==> config.mk <==
export PLATFORM = sky130hd
export DESIGN_NAME = ysyx_22050854_writeback
export DESIGN_NICKNAME = d
export VERILOG_FILES = /design/src/rtl/ysyx_22050854_writeback.sv
export SDC_FILE = /design/constraint.sdc
export NUM_CORES = 1
export LEC_CHECK = 0
export BUFFER_PORTS_ARGS = -buffer_cell sky130_fd_sc_hd__buf_2
export CORE_AREA = 2 2 186 188
export DETAILED_ROUTE_END_ITERATION = 10
export DIE_AREA = 0 0 188 190
export GPL_TIMING_DRIVEN = 0
export HOLD_SLACK_MARGIN = 0.02
export SYNTH_ARGS = -nofsm -noshare
export SYNTH_HDL_FRONTEND = slang
export SYNTH_SLANG_ARGS = --single-unit
==> constraint.sdc <==
create_clock -name clk -period 3.6 [get_ports clk]
set_input_delay 0.54 -clock clk [delete_from_list [all_inputs] [get_ports clk]]
set_output_delay 0.54 -clock clk [all_outputs]
set_load 0.02 [all_outputs]
==> src/rtl/ysyx_22050854_writeback.sv <==
// ysyx_22050854_writeback
// Writeback stage of the RV64 core: a single-entry pipeline register between
// MEM and the register file.
// - Captures the MEM result. For loads it extracts the addressed byte, half,
//   word or doubleword and sign- or zero-extends it.
// - Drives the register-file write port and a forwarding port for EX bypass.
// - Emits a registered commit pulse and keeps a retired-instruction counter.
// Ports:
//   clk, rst                  clock, synchronous active-high reset
//   mem_valid / mem_ready     MEM handshake (ready is combinational)
//   mem_pc, mem_rd, mem_rd_wen, mem_is_load, mem_funct3, mem_addr_lo,
//   mem_rdata, mem_alu_res    MEM instruction fields and raw result data
//   wb_stall                  holds the current entry in WB
//   rf_wen/rf_waddr/rf_wdata  register-file write port
//   fwd_valid/fwd_rd/fwd_data bypass of the pending write
//   commit_valid/commit_pc    one-cycle pulse after an instruction retires
//   retire_cnt                retired instruction count (wraps)
//   misalign_err              sticky flag for misaligned or illegal loads
module ysyx_22050854_writeback #(
  parameter int XLEN  = 64,
  parameter int CNT_W = 64
) (
  input  logic             clk,
  input  logic             rst,
  input  logic             mem_valid,
  output logic             mem_ready,
  input  logic [XLEN-1:0]  mem_pc,
  input  logic [4:0]       mem_rd,
  input  logic             mem_rd_wen,
  input  logic             mem_is_load,
  input  logic [2:0]       mem_funct3,
  input  logic [2:0]       mem_addr_lo,
  input  logic [XLEN-1:0]  mem_rdata,
  input  logic [XLEN-1:0]  mem_alu_res,
  input  logic             wb_stall,
  output logic             rf_wen,
  output logic [4:0]       rf_waddr,
  output logic [XLEN-1:0]  rf_wdata,
  output logic             fwd_valid,
  output logic [4:0]       fwd_rd,
  output logic [XLEN-1:0]  fwd_data,
  output logic             commit_valid,
  output logic [XLEN-1:0]  commit_pc,
  output logic [CNT_W-1:0] retire_cnt,
  output logic             misalign_err
);

  logic             wb_valid_reg;
  logic [XLEN-1:0]  pc_reg;
  logic [4:0]       rd_reg;
  logic             wen_reg;
  logic [XLEN-1:0]  data_reg;
  logic             commit_valid_reg;
  logic [XLEN-1:0]  commit_pc_reg;
  logic [CNT_W-1:0] retire_cnt_reg;
  logic             misalign_reg;

  logic             accept;
  logic             retire;
  logic [7:0]       ld_byte;
  logic [15:0]      ld_half;
  logic [31:0]      ld_word;
  logic             ld_bad;
  logic [XLEN-1:0]  ld_data;
  logic [XLEN-1:0]  data_next;

  // Reset masks the handshake and the write port so that an entry in flight
  // when rst rises is dropped rather than written.
  assign mem_ready = rst | ~wb_valid_reg | ~wb_stall;
  assign retire    = ~rst & wb_valid_reg & ~wb_stall;
  assign accept    = ~rst & mem_valid & mem_ready;

  // Lane selection within the aligned doubleword.
  assign ld_byte = mem_rdata[{mem_addr_lo, 3'b000} +: 8];
  assign ld_half = mem_rdata[{mem_addr_lo[2:1], 4'b0000} +: 16];
  assign ld_word = mem_rdata[{mem_addr_lo[2], 5'b00000} +: 32];

  always_comb begin
    ld_bad  = 1'b0;
    ld_data = '0;
    case (mem_funct3)
      3'b000: ld_data = {{(XLEN-8){ld_byte[7]}}, ld_byte};
      3'b100: ld_data = {{(XLEN-8){1'b0}}, ld_byte};
      3'b001, 3'b101: begin
        ld_bad = mem_addr_lo[0];
        if (mem_funct3[2]) ld_data = {{(XLEN-16){1'b0}}, ld_half};
        else               ld_data = {{(XLEN-16){ld_half[15]}}, ld_half};
      end
      3'b010, 3'b110: begin
        ld_bad = (mem_addr_lo[1:0] != 2'b00);
        if (mem_funct3[2]) ld_data = {{(XLEN-32){1'b0}}, ld_word};
        else               ld_data = {{(XLEN-32){ld_word[31]}}, ld_word};
      end
      3'b011: begin
        ld_bad  = (mem_addr_lo != 3'b000);
        ld_data = mem_rdata;
      end
      default: ld_bad = 1'b1;  // funct3 = 111 has no load encoding
    endcase
    // A faulting load writes zero rather than partially selected data.
    if (ld_bad) ld_data = '0;
  end

  assign data_next = mem_is_load ? ld_data : mem_alu_res;

  always_ff @(posedge clk) begin
    if (rst) begin
      wb_valid_reg     <= 1'b0;
      pc_reg           <= '0;
      rd_reg           <= '0;
      wen_reg          <= 1'b0;
      data_reg         <= '0;
      commit_valid_reg <= 1'b0;
      commit_pc_reg    <= '0;
      retire_cnt_reg   <= '0;
      misalign_reg     <= 1'b0;
    end else begin
      // Accept wins over retire: a simultaneous retire+accept refills the slot.
      if (accept) begin
        wb_valid_reg <= 1'b1;
        pc_reg       <= mem_pc;
        rd_reg       <= mem_rd;
        wen_reg      <= mem_rd_wen;
        data_reg     <= data_next;
      end else if (retire) begin
        wb_valid_reg <= 1'b0;
      end
      commit_valid_reg <= retire;
      if (retire) begin
        commit_pc_reg  <= pc_reg;
        retire_cnt_reg <= retire_cnt_reg + CNT_W'(1);
      end
      if (accept && mem_is_load && ld_bad) misalign_reg <= 1'b1;
    end
  end

  // x0 is never written and never forwarded.
  assign rf_wen       = retire & wen_reg & (rd_reg != 5'd0);
  assign rf_waddr     = rd_reg;
  assign rf_wdata     = data_reg;
  assign fwd_valid    = ~rst & wb_valid_reg & wen_reg & (rd_reg != 5'd0);
  assign fwd_rd       = rd_reg;
  assign fwd_data     = data_reg;
  assign commit_valid = commit_valid_reg;
  assign commit_pc    = commit_pc_reg;
  assign retire_cnt   = retire_cnt_reg;
  assign misalign_err = misalign_reg;

endmodule

Word-level counts from Yosys, hierarchy flattened:

Cells that the tools add are included.

* input port bits: 209
* register bits: 265

* add/subtract/negate cells: 1
* multiplexer cells: 8
* shift-type cells: 3
* equality and inequality tests: 6
* bitwise logic cells: 13
* reductions and logical operators: 10

Operators by type and width (number)
* $pmux W64 S5: 1
* $mux W64: 4
* $add A64 B1 Y64 const B: 1
* $shiftx A64 B7 Y16: 1
* $shiftx A64 B7 Y32: 1
* $shiftx A64 B7 Y8: 1
* $eq A3 B3 Y1 const B: 3
* $and A1 B1 Y1: 8
* $eq A3 B2 Y1 const B: 2
* $reduce_or A2 Y1: 3
* $reduce_bool A5 Y1: 1
* $pmux W1 S4: 1
* $reduce_bool A2 Y1: 2
* $eq A3 B1 Y1 const B: 1
* $logic_not A3 Y1: 1
* $not A1 Y1: 3
* $reduce_bool A3 Y1: 1
* $logic_and A1 B1 Y1: 2
* $mux W1: 2
* $or A1 B1 Y1: 2

Depth between registers and ports, before layout:

Gate-level depths: netlist of run 1.

* word-level depth: 6
* gate-level depth with buffers: 8
* mapped depth without buffers: 6

Worst setup path after synthesis of run 1:

OpenSTA, ideal clock, no wires.

* path kind: input to register
* from: in wb_stall
* to: reg retire_cnt_reg[40], in the netlist retire_cnt[40]
* data required time: 3.468 ns
* buffers on the path: 3
* arrival time: 2.644 ns
* setup time: 0.132 ns
* stages on the path: 8
* path slack: 0.823 ns
* cell sequence: or3b_1 buf_2 or4_4 or4_1 buf_2 clkbuf_1 o31ai_1 a21oi_1

* longest elaborated chain between the ends: 2

Ends and longest elaborated chain
* start, declared: line 35 `input logic wb_stall,`
* $not A1 Y1: line 70 `assign retire = ~rst & wb_valid_reg & ~wb_stall;`
* $and A1 B1 Y1: line 70
* end signal, assigned: line 131 `retire_cnt_reg <= retire_cnt_reg + CNT_W'(1);`
* end, declared: line 55 `logic [CNT_W-1:0] retire_cnt_reg;`

No other way between the ends.
A chain may end at the register's enable or synchronous reset.

Worst setup path in the final report of run 1:

* from: in mem_addr_lo[1]
* to: reg data_reg[60], in the netlist fwd_data[60]

* longest elaborated chain between the ends: 5
* elaborated cells between the ends (all ways): 9

Ends and longest elaborated chain
* start, declared: line 32 `input logic [2:0] mem_addr_lo,`
* $shiftx A64 B7 Y16: line 75 `assign ld_half = mem_rdata[{mem_addr_lo[2:1], 4'b0000} +: 16];`
* $mux W64: line 86 `if (mem_funct3[2]) ld_data = {{(XLEN-16){1'b0}}, ld_half};`
* $pmux W64 S5: line 81 `case (mem_funct3)`
* $mux W64 (*): line 101 `if (ld_bad) ld_data = '0;`
* $mux W64 (*): line 104 `assign data_next = mem_is_load ? ld_data : mem_alu_res;`
* end signal, assigned: line 124 `data_reg <= data_next;`
* end, declared: line 52 `logic [XLEN-1:0] data_reg;`

Every way passes the cells marked *; elsewhere a longest branch is shown, timed or not.

==> reports/metrics.cfg, run 1 <==
[synth]
synth_simple_gate_area_frac=0.2231
synth_fa_ha_area_frac=0.0009992
yosysSeqAreaShare=0.4237
synth_flop_cell=dfxtp_1
syn-cell-area_um2=12520
synth_mux_area_frac=0.04956
synth_edf_count=0
async_flop_share=0
synthXorXnorAreaFrac=0.02168
synth_compound_area_frac=0.1974
syn-instance-count=1559
synth_nets=1769
synth_top_family_by_area=simple AND/OR/NAND/NOR gates
synth_top_area_share=0.4237
synthTopCellsByArea=dfxtp_1 (42%), nand2_1 (9.4%), o21ai_0 (7.2%), buf_4 (4.1%), a21oi_1 (3.9%)
synth.distinct_cells=49
yosys.area.top_type=dfxtp_1
ys_ff_latch=265
synth_warnings=0
synth_area_per_cell_um2=8.032

[global_route]
track_usage=0.2677
antenna_found_initial=11
grt_overflow=0
grt_pass1_vias=12670
grt_max_degree=15
grt_pass1_wl_um=74920

[layout]
nets=2276
n_fill_cell=3447
fin_util=0.4893
areaGrowthSynthToFinish_pct=32.65
drive_gt1_frac=0.3029

[pwr]
p_leak_nw=6.969
max-vdd-ir-drop_uv=291.1
cellPowerDensity_nw_per_um2=467.2
p_total_mw=7.761

[setup_path]
r2r_setup_slack_ns=0.71
r2r_start=wb_valid_reg
startpoint_type=input port
r2r_cells=8
critical_path_class=in -> reg
cp_data_arrival_time_ns=3.60
rr_endpoint=retire_cnt[44]
end_kind=register
cp_max_fo=10
crit_required_ns=4.01

[placed_design]
hpwl_um=38980
port_buffers=475
globalplace.congestion=0.9465

[min_path]
whs_endpoint=pc_reg[22]
worstHoldStart=mem_pc[22]
hold_class=in -> reg
hold_depth=3

[drt]
routed_wl_um=50180
dr_total_vias=13460
drc=0
ant_nets=0
first_pass_iters=5
dr.first_iter.drc_count=952
vias_per_cell=5.262
drt-wirelength-per-cell_um=19.62

[floorplanning]
die_x_um=188
die_h_um=190
ios=480
row_count=68
initial_core_util=0.3689
dieArea_um2=35720
core_um2=33950

[clocking]
cts.sinks=265
ctsRootBufferMaster=clkbuf_16
post_cts_buffers=0
insertion_delay_ns=0.56
htree_levels=1
cts_tree=built
cts_made_buffers=30
cts_resized=0
cts_buffer_depth=3
path_clk_slew_ns=0.07
postCtsHoldBufs=0

[sta]
rsz0062_at_grt=no
post-route-min-period_ns=3.190
finalHoldViolCount=0
maxSlewViolCount=0
setup_viol_count_final=0
worstMarginPinSlew_ns=1.313
relSlewSlack=0.1192
max_freq_mhz=313.5
post-route-period-util=0.8860
finClkSkew_ns=0.01956
hold_ws_ns=0.1882

[status]
outcome=finished clean

[run]
drv_cap=0

-- report_power, final --
part,internal (mW),switching [mW]
Sequential,3.07,0.106
Clock,2.09,1.32
Combinational,0.452,0.720
-- cell usage after synthesis (all sizes together) (2+ instances only) --
cell type	instances
o21a	10
and4	6
xnor2	22
inv	16
xor2	9
nand3	23
or3	24
a21oi	97
nand2	314
mux4	16
a41oi	7
o31ai	13
nor2b	47
nand4	18
clkbuf	115
a22oi	3
a21o	2
mux2	8
a222oi	7
nor2	78
and3	2
o21ai	181
o2111ai	5
or2	6
buf	78
and2	3
nand2b	3
a211oi	40
or4	19
nor3	10
mux2i	17
nor4	7
nor3b	32
a221oi	23
a31oi	25
dfxtp	265
-- metrics by stage --
step / TNS, ns / std cells / instance area, um^2 / setup WS, ns
after floorplan: 0 / 1559 / 12520 / 0.8234
after global placement: -0.7693 / 2489 / 15470 / -0.06482
after detailed placement: -0.9366 / 2489 / 15470 / -0.09988
after CTS: 0 / 2545 / 16580 / 0.4976
after global routing: 0 / 2554 / 16600 / 0.3182
final: 0 / 2557 / 16610 / 0.4103
-- critical path, cell delays in order --
cell      delay (ns)
clkbuf_1        0.47
mux4_2          0.60
mux2i_1         0.23
nor2_1          0.06
a211oi_1        1.02
clkbuf_1        0.50
a211oi_1        0.17
-- cells in the final DEF (no fill, tap or decap), drive strengths merged, types with 9 or more instances in the layout --
master	instances
o31ai	13
nand2	314
xnor2	22
nor2b	47
o21ai	181
nand3	23
or4	19
mux4	16
mux2i	17
buf	553
xor2	9
o21a	10
nand4	18
clkbuf	150
a31oi	25
inv	17
a221oi	23
nor2	78
or3	24
a211oi	40
diode	12
nor3	10
nor3b	32
a21oi	97
dfxtp	265
-- cell families (layout without fill, tap and decap cells) --
family | Yosys count | in the layout
other cells | 0 | 12
xor+xnor | 31 | 31
mux | 41 | 41
fa+ha+maj | 1 | 1
buf+inv | 209 | 740
flops | 265 | 265
simple gates | 595 | 595
compound gates | 417 | 417
-- final cells by class --
class | count | area, um^2 | share of cell area
Timing Repair Buffer | 475 | 2377 | 0.1431
Tap cell | 455 | 569.3 | 0.03427
Clock buffer | 35 | 830.8 | 0.05002
Buffer | 193 | 985.9 | 0.05936
Clock inverter | 21 | 281.5 | 0.01695
Antenna cell | 12 | 30.03 | 0.001808
Multi-Input combinational cell | 1085 | 6171 | 0.3715
Inverter | 16 | 60.06 | 0.003616
Sequential cell | 265 | 5305 | 0.3194
-- how the worst max path moves through the flow --
| stage | start | to | slack [ns] | cells past startpoint |
|---|---|---|---|---|
| after detailed placement | mem_addr_lo[1] | fwd_data[60] | -0.1 | 7 |
| after global placement | mem_addr_lo[1] | fwd_data[58] | -0.06 | 7 |
| final | mem_addr_lo[1] | fwd_data[60] | 0.41 | 7 |
| after CTS | mem_addr_lo[1] | fwd_data[60] | 0.50 | 7 |
| after floorplan | wb_stall | retire_cnt[40] | 0.82 | 8 |
| after global routing | mem_addr_lo[1] | fwd_data[55] | 0.32 | 7 |
-- metal layers --
layer	vias to the layer above	global-route usage	routed length, um
met1	6277	0.3344	20250
met2	607	0.4456	23860
met5	-	0	27
met3	108	0.04759	3751
li1	6460	-	-
met4	4	0.1329	2292
Note: power is estimated with default switching activity, not from simulation.
==> run 2: changes to the inputs <==
--- a/config.mk
+++ b/config.mk
@@ -6,6 +6,7 @@
 export NUM_CORES = 1
 export LEC_CHECK = 0
 export BUFFER_PORTS_ARGS = -buffer_cell sky130_fd_sc_hd__buf_2
+export CAP_MARGIN = 20
 export CORE_AREA = 2 2 186 188
 export DETAILED_ROUTE_END_ITERATION = 10
 export DIE_AREA = 0 0 188 190
==> constraint.sdc (replaced) <==
create_clock -name clk -period 2.95 [get_ports clk]
set_input_delay 0.4425 -clock clk [delete_from_list [all_inputs] [get_ports clk]]
set_output_delay 0.4425 -clock clk [all_outputs]
set_load 0.02 [all_outputs]
==> run 2 against run 1 <==
- register-to-register slack lost 0.56 ns
- sequential power grew 22%
- non-clock buffer count grew 3
- flip-flop and latch count is the same
- critical path depth is the same
- worst setup slack lost 0.26 ns
- routed wire length is essentially flat
- core utilization shrank 0.12 points
- first-iteration DRC count shrank 7.1%
- final cell count is essentially flat
- largest power group unchanged
==> reports/metrics.cfg, run 2 (synthesized netlist as in run 1, its figures left out) <==
[status]
outcome=finished clean  ; unchanged

[sta]
finClkSkew_ns=0.01362  ; was 0.01956 ns
worst_slack_ns=0.1533  ; was 0.4103 ns
max_freq_mhz=357.6
fin_tns_setup_ns=0  ; unchanged
post-route-min-period_ns=2.797
relSlewSlack=0.3701  ; was 0.1192
post-route-period-util=0.9480
finalHoldViolCount=0  ; unchanged
rsz0062_at_grt=no  ; unchanged
setup_viol_count_final=0  ; unchanged
worstMarginPinSlew_ns=0.9376  ; was 1.313 ns
maxSlewViolCount=0  ; unchanged
hold_ws_ns=0.06820  ; was 0.1882 ns

[global_route]
grt_pass1_vias=12640  ; was 12670
antenna_found_initial=14  ; was 11
grt_overflow=0  ; unchanged
track_usage=0.2661  ; was 0.2677
grt_max_degree=17  ; was 15
grt_pass1_wl_um=74090  ; was 74920 um

[setup_path]
crit_required_ns=3.45  ; was 4.01 ns
cp_data_arrival_time_ns=3.30  ; was 3.60 ns
critPathMaxStageDelay_ns=0.58  ; was 1.02 ns
cp_max_fo=10  ; unchanged
path_cells=or3b_1 -> buf_2 -> or4_4 -> or4_1 -> buf_2 -> or4_1 -> a21oi_1  ; was clkbuf_1 -> mux4_2 -> mux2i_1 -> nor2_1 -> a211oi_1 -> clkbuf_1 -> a211oi_1
end_kind=register  ; unchanged
rr_endpoint=retire_cnt[52]  ; was retire_cnt[44]
critical_path_class=reg -> reg  ; was in -> reg
r2r_setup_slack_ns=0.15  ; was 0.71 ns
r2r_start=wb_valid_reg  ; unchanged
startpoint_type=register  ; was input port
r2r_cells=7  ; was 8
cp_slowest_cell=or4_4  ; was a211oi_1

[floorplanning]
die_x_um=188  ; unchanged
core_um2=33950  ; unchanged
ios=480  ; unchanged
dieArea_um2=35720  ; unchanged
die_h_um=190  ; unchanged
initial_core_util=0.3689  ; unchanged
row_count=68  ; unchanged

[drt]
vias_per_cell=5.317  ; was 5.262
first_pass_iters=6  ; was 5
routed_wl_um=50150  ; was 50180 um
drc=0  ; unchanged
dr_total_vias=13600  ; was 13460
dr.first_iter.drc_count=884  ; was 952
ant_nets=0  ; unchanged
drt-wirelength-per-cell_um=19.61  ; was 19.62 um

[placed_design]
port_buffers=475  ; unchanged
place_inst=2490  ; was 2489
placed_cell_area_um2=15480  ; was 15470 um^2
globalplace.congestion=0.9465  ; unchanged
hpwl_um=38980  ; about the same
place_ws_ns=-0.2877  ; was -0.09988 ns

[min_path]
whs_endpoint=pc_reg[35]  ; was pc_reg[22]
hold_class=in -> reg  ; unchanged
hold_depth=3  ; unchanged
worstHoldStart=mem_pc[35]  ; was mem_pc[22]

[clocking]
cts_buffer_depth=3  ; unchanged
cts_tree=built  ; unchanged
ctsRootBufferMaster=clkbuf_16  ; unchanged
path_clk_slew_ns=0.06  ; was 0.07 ns
htree_levels=1  ; unchanged
cts_made_buffers=30  ; unchanged
insertion_delay_ns=0.57  ; was 0.56 ns
cts.sinks=265  ; unchanged

[layout]
multi_input_area_um2=6171  ; unchanged
drive_gt1_frac=0.3020  ; was 0.3029
layoutNonFillerInstCount=2558  ; was 2557
areaGrowthSynthToFinish_pct=32.32  ; was 32.65%
fin_util=0.4881  ; was 0.4893
final_cell_mix=buf_2 (478), nand2_1 (314), dfxtp_1 (265)  ; was buf_2 (477), nand2_1 (314), dfxtp_1 (265)
finalInstanceArea_um2=16570  ; was 16610 um^2
nets=2279  ; was 2276
final_common_cell=buf_2  ; unchanged
area.sequential_um2=5305  ; unchanged
n_fill_cell=3424  ; was 3447

[pwr]
max-vdd-ir-drop_uv=469.7  ; was 291.1 uV
p_leak_nw=6.973  ; was 6.969 nW
p_total_mw=9.240  ; was 7.761 mW
cellPowerDensity_nw_per_um2=557.6  ; was 467.2 nW/um^2

[run]
drv_cap=0  ; unchanged

## run 2: cell types whose count changed in the layout (fill, tap and decap cells not counted), moves of 2 or more
| cell | delta |
|---|---|
| buf_4 | +3 |
| bufinv_16 | -3 |
| clkbuf_1 | +4 |
| clkbuf_8 | +4 |
| clkinvlp_4 | -6 |
| diode_2 | -2 |
## run 2: where the power goes
part	switching (mW)	internal, mW
clock	1.58	2.34
sequential	0.128	3.75
combinational	0.880	0.553
total	2.59	6.65
## run 2: worst max-delay path: cells and delay by family, from the launching register on
| family | cells | cell delay (ns) |
|---|---|---|
| compound gates | 1 | 0.16 |
| buf+inv | 2 | 0.37 |
| flops | 1 | 0.38 |
| simple gates | 4 | 1.82 |
## run 2: final cells by class
| cell class | instances | area share |
|---|---|---|
| diodes | 10 | 0.001510 |
| plain buffers | 193 | 0.05965 |
| clock buffers | 44 | 0.05331 |
| clock inverters | 12 | 0.01012 |
| inverters | 16 | 0.003625 |
| multi-input cells | 1085 | 0.3724 |
| flip-flops and latches | 265 | 0.3202 |
| well taps | 455 | 0.03436 |
| repair buffers | 478 | 0.1448 |
## run 2: worst max path at each step
stage	to	cells after the start	start	slack (ns)
after floorplan	retire_cnt[40]	8	wb_stall	0.27
after global placement	fwd_data[58]	7	mem_addr_lo[1]	-0.62
after detailed placement	fwd_data[45]	8	mem_addr_lo[1]	-0.29
after CTS	retire_cnt[52]	8	wb_valid_reg	0.07
after global routing	retire_cnt[51]	7	retire_cnt[4]	0.007
final	retire_cnt[52]	7	wb_valid_reg	0.15
## run 2: metal layers
| layer | wire [um] | vias up | part of all wire | global-route usage |
|---|---|---|---|---|
| met5 | 73 | - | 0.0015 | 0 |
| met4 | 2757 | 10 | 0.055 | 0.1466 |
| met3 | 3865 | 134 | 0.077 | 0.05368 |
| met2 | 23580 | 609 | 0.47 | 0.4412 |
| met1 | 19880 | 6387 | 0.40 | 0.3241 |
| li1 | - | 6462 | - | - |
## run 2: timing repair
action / in CTS / in global routing
hold buffers: 0 / 0
setup endpoints to repair: 0 / 16
gates resized for setup: 0 / 5
setup buffers: 0 / 2
==> run 3: changes to the inputs <==
--- a/config.mk
+++ b/config.mk
@@ -12,6 +12,7 @@
 export DIE_AREA = 0 0 188 190
 export GPL_TIMING_DRIVEN = 0
 export HOLD_SLACK_MARGIN = 0.02
+export SETUP_SLACK_MARGIN = 0.5
 export SYNTH_ARGS = -nofsm -noshare
 export SYNTH_HDL_FRONTEND = slang
 export SYNTH_SLANG_ARGS = --single-unit
==> run 3 against run 2 <==
- clock skew grew 0.014 ns
- combinational power is essentially flat
- critical path depth grew 1
- largest cell class unchanged
- largest power group is now sequential cells
==> reports/metrics.cfg, run 3 (synthesized netlist as in run 1, its figures left out) <==
[layout]
final_common_cell=buf_2  ; unchanged
area.sequential_um2=5344  ; was 5305 um^2
multi_input_area_um2=6317  ; was 6171 um^2
finalInstanceArea_um2=16800  ; was 16570 um^2
drive_gt1_frac=0.3359  ; was 0.3020
n_fill_cell=3396  ; was 3424
fin_util=0.4950  ; was 0.4881
nets=2292  ; was 2279
final_cell_mix=buf_2 (477), nand2_1 (314), dfxtp_1 (240)  ; was buf_2 (478), nand2_1 (314), dfxtp_1 (265)
areaGrowthSynthToFinish_pct=34.20  ; was 32.32%

[placed_design]
globalplace.congestion=0.9465  ; unchanged
hpwl_um=38810  ; was 38980 um
placed_cell_area_um2=15510  ; was 15480 um^2
port_buffers=475  ; unchanged

[floorplanning]
dieArea_um2=35720  ; unchanged
core_um2=33950  ; unchanged
initial_core_util=0.3689  ; unchanged
die_h_um=190  ; unchanged
die_x_um=188  ; unchanged
row_count=68  ; unchanged
ios=480  ; unchanged

[sta]
post-route-min-period_ns=2.669  ; was 2.797 ns
fin_tns_setup_ns=0  ; unchanged
rsz0062_at_grt=yes  ; was no
worstMarginPinSlew_ns=0.8765  ; was 0.9376 ns
maxSlewViolCount=0  ; unchanged
setup_viol_count_final=0  ; unchanged
relSlewSlack=0.4156  ; was 0.3701
max_freq_mhz=374.7  ; was 357.6 MHz
finalHoldViolCount=0  ; unchanged
post-route-period-util=0.9047  ; was 0.9480
hold_ws_ns=0.07763  ; was 0.06820 ns
finClkSkew_ns=0.02763  ; was 0.01362 ns

[setup_path]
path_buf_inv=3  ; was 2
critical_path_class=reg -> reg  ; unchanged
cp_data_arrival_time_ns=3.08  ; was 3.30 ns
end_kind=register  ; unchanged
startpoint_type=register  ; unchanged
cp_max_fo=10  ; unchanged
crit_required_ns=3.36  ; was 3.45 ns
path_cells=or3b_4 -> buf_6 -> or4_4 -> or4_4 -> buf_6 -> clkbuf_8 -> o31ai_2 -> a21oi_2  ; was or3b_1 -> buf_2 -> or4_4 -> or4_1 -> buf_2 -> or4_1 -> a21oi_1
critPathMaxStageDelay_ns=0.51  ; was 0.58 ns
cp_slowest_cell=or4_4  ; unchanged
cp_top_family=simple AND/OR/NAND/NOR gates  ; unchanged

[pwr]
max-vdd-ir-drop_uv=367.5  ; was 469.7 uV
cellPowerDensity_nw_per_um2=527.5  ; was 557.6 nW/um^2
p_leak_nw=7.077  ; was 6.973 nW
p_total_mw=8.865  ; was 9.240 mW

[drt]
routed-wl-met2_um=24640  ; was 23580 um
routed_wl_um=50470  ; was 50150 um
vias_per_cell=5.298  ; was 5.317
top_layer=met4  ; was met5
first_pass_iters=5  ; was 6
dr_total_vias=13580  ; was 13600
dr.first_iter.drc_count=994  ; was 884
dr_wl_met3_um=3830  ; was 3865 um
wl_met1_um=20280  ; was 19880 um
drt-wirelength-per-cell_um=19.68  ; was 19.61 um
drc=0  ; unchanged
ant_nets=0  ; unchanged

[global_route]
antenna_found_initial=6  ; was 14
track_usage=0.2658  ; was 0.2661
grt_pass1_vias=12560  ; was 12640
grt_overflow=0  ; unchanged
grt_max_degree=16  ; was 17
grt_pass1_wl_um=74780  ; was 74090 um

[clocking]
cts_made_buffers=30  ; unchanged
cts_buffer_depth=3  ; unchanged
ctsRootBufferMaster=clkbuf_16  ; unchanged
path_clk_slew_ns=0.06  ; about the same
cts_tree=built  ; unchanged
insertion_delay_ns=0.56  ; was 0.57 ns
cts.sinks=265  ; unchanged
postCtsHoldBufs=0  ; unchanged
htree_levels=1  ; unchanged

[status]
outcome=finished clean  ; unchanged

[run]
drv_cap=0  ; unchanged

[min_path]
hold_class=in -> reg  ; unchanged

[run 3: cell types whose count changed in the layout (fill, tap and decap cells not counted), sizes merged]
| cell | change |
|---|---|
| diode | -3 |
| clkbuf | -1 |
| clkinvlp | +2 |
| clkdlybuf4s15 | +1 |
| clkinv | -4 |
| bufinv | -3 |
| buf | +14 |
[run 3: power by group]
group | leakage, nW | internal [mW] | switching [mW] | total [mW]
sequential | 2.18 | 3.75 | 0.130 | 3.88
clock | 0.453 | 2.04 | 1.50 | 3.54
combinational | 4.45 | 0.561 | 0.884 | 1.45
total | 7.08 | 6.35 | 2.52 | 8.86
[run 3: path summary, 6_finish.rpt]
path / start / to / slack, ns / cells past startpoint
setup / recovery: wb_valid_reg / retire_cnt[50] / 0.28 / 8
hold reg to reg: pc_reg[9] / commit_pc[9] / 0.44 / 2
hold / removal: mem_pc[55] / pc_reg[55] / 0.08 / 3
setup reg to reg: wb_valid_reg / retire_cnt[50] / 0.28 / 8
[run 3: repair_timing]
| item | 4_1_cts | 5_1_grt |
|---|---|---|
| gates resized for setup | 27 | 56 |
| setup buffers | 4 | 10 |
| cloned | 2 | 0 |
| endpoints found under the setup margin | 160 | 140 |
| pin swaps | 6 | 10 |
[run 3: area by class of cell]
| cell class | count | share of cell area |
|---|---|---|
| flip-flops and latches | 265 | 0.3180 |
| well taps | 455 | 0.03388 |
| clock inverters | 7 | 0.003276 |
| diodes | 7 | 0.001042 |
| clock buffers | 45 | 0.05219 |
| plain buffers | 193 | 0.06366 |
| inverters | 16 | 0.003574 |
| multi-input cells | 1085 | 0.3759 |
| repair buffers | 491 | 0.1485 |
[run 3: worst register-to-register path, stage by stage, from the launching register on]
cell and delay, ns:
dfxtp_2 0.35, or3b_4 0.38, buf_6 0.13, or4_4 0.51
or4_4 0.51, buf_6 0.15, clkbuf_8 0.17, o31ai_2 0.23
a21oi_2 0.08
[run 3: stage by stage]
step	setup slack [ns]	std cells
floorplan	0.2773	1559
global placement	-0.4186	2489
detailed placement	-0.4440	2489
CTS	0.3037	2547
global route	0.2193	2561
finish	0.2812	2564
[run 3: routing by layer]
layer,global-route usage,vias up
li1,-,6455
met1,0.3308,6428
met2,0.4550,609
met3,0.05036,91
met4,0.1030,0
met5,0,-
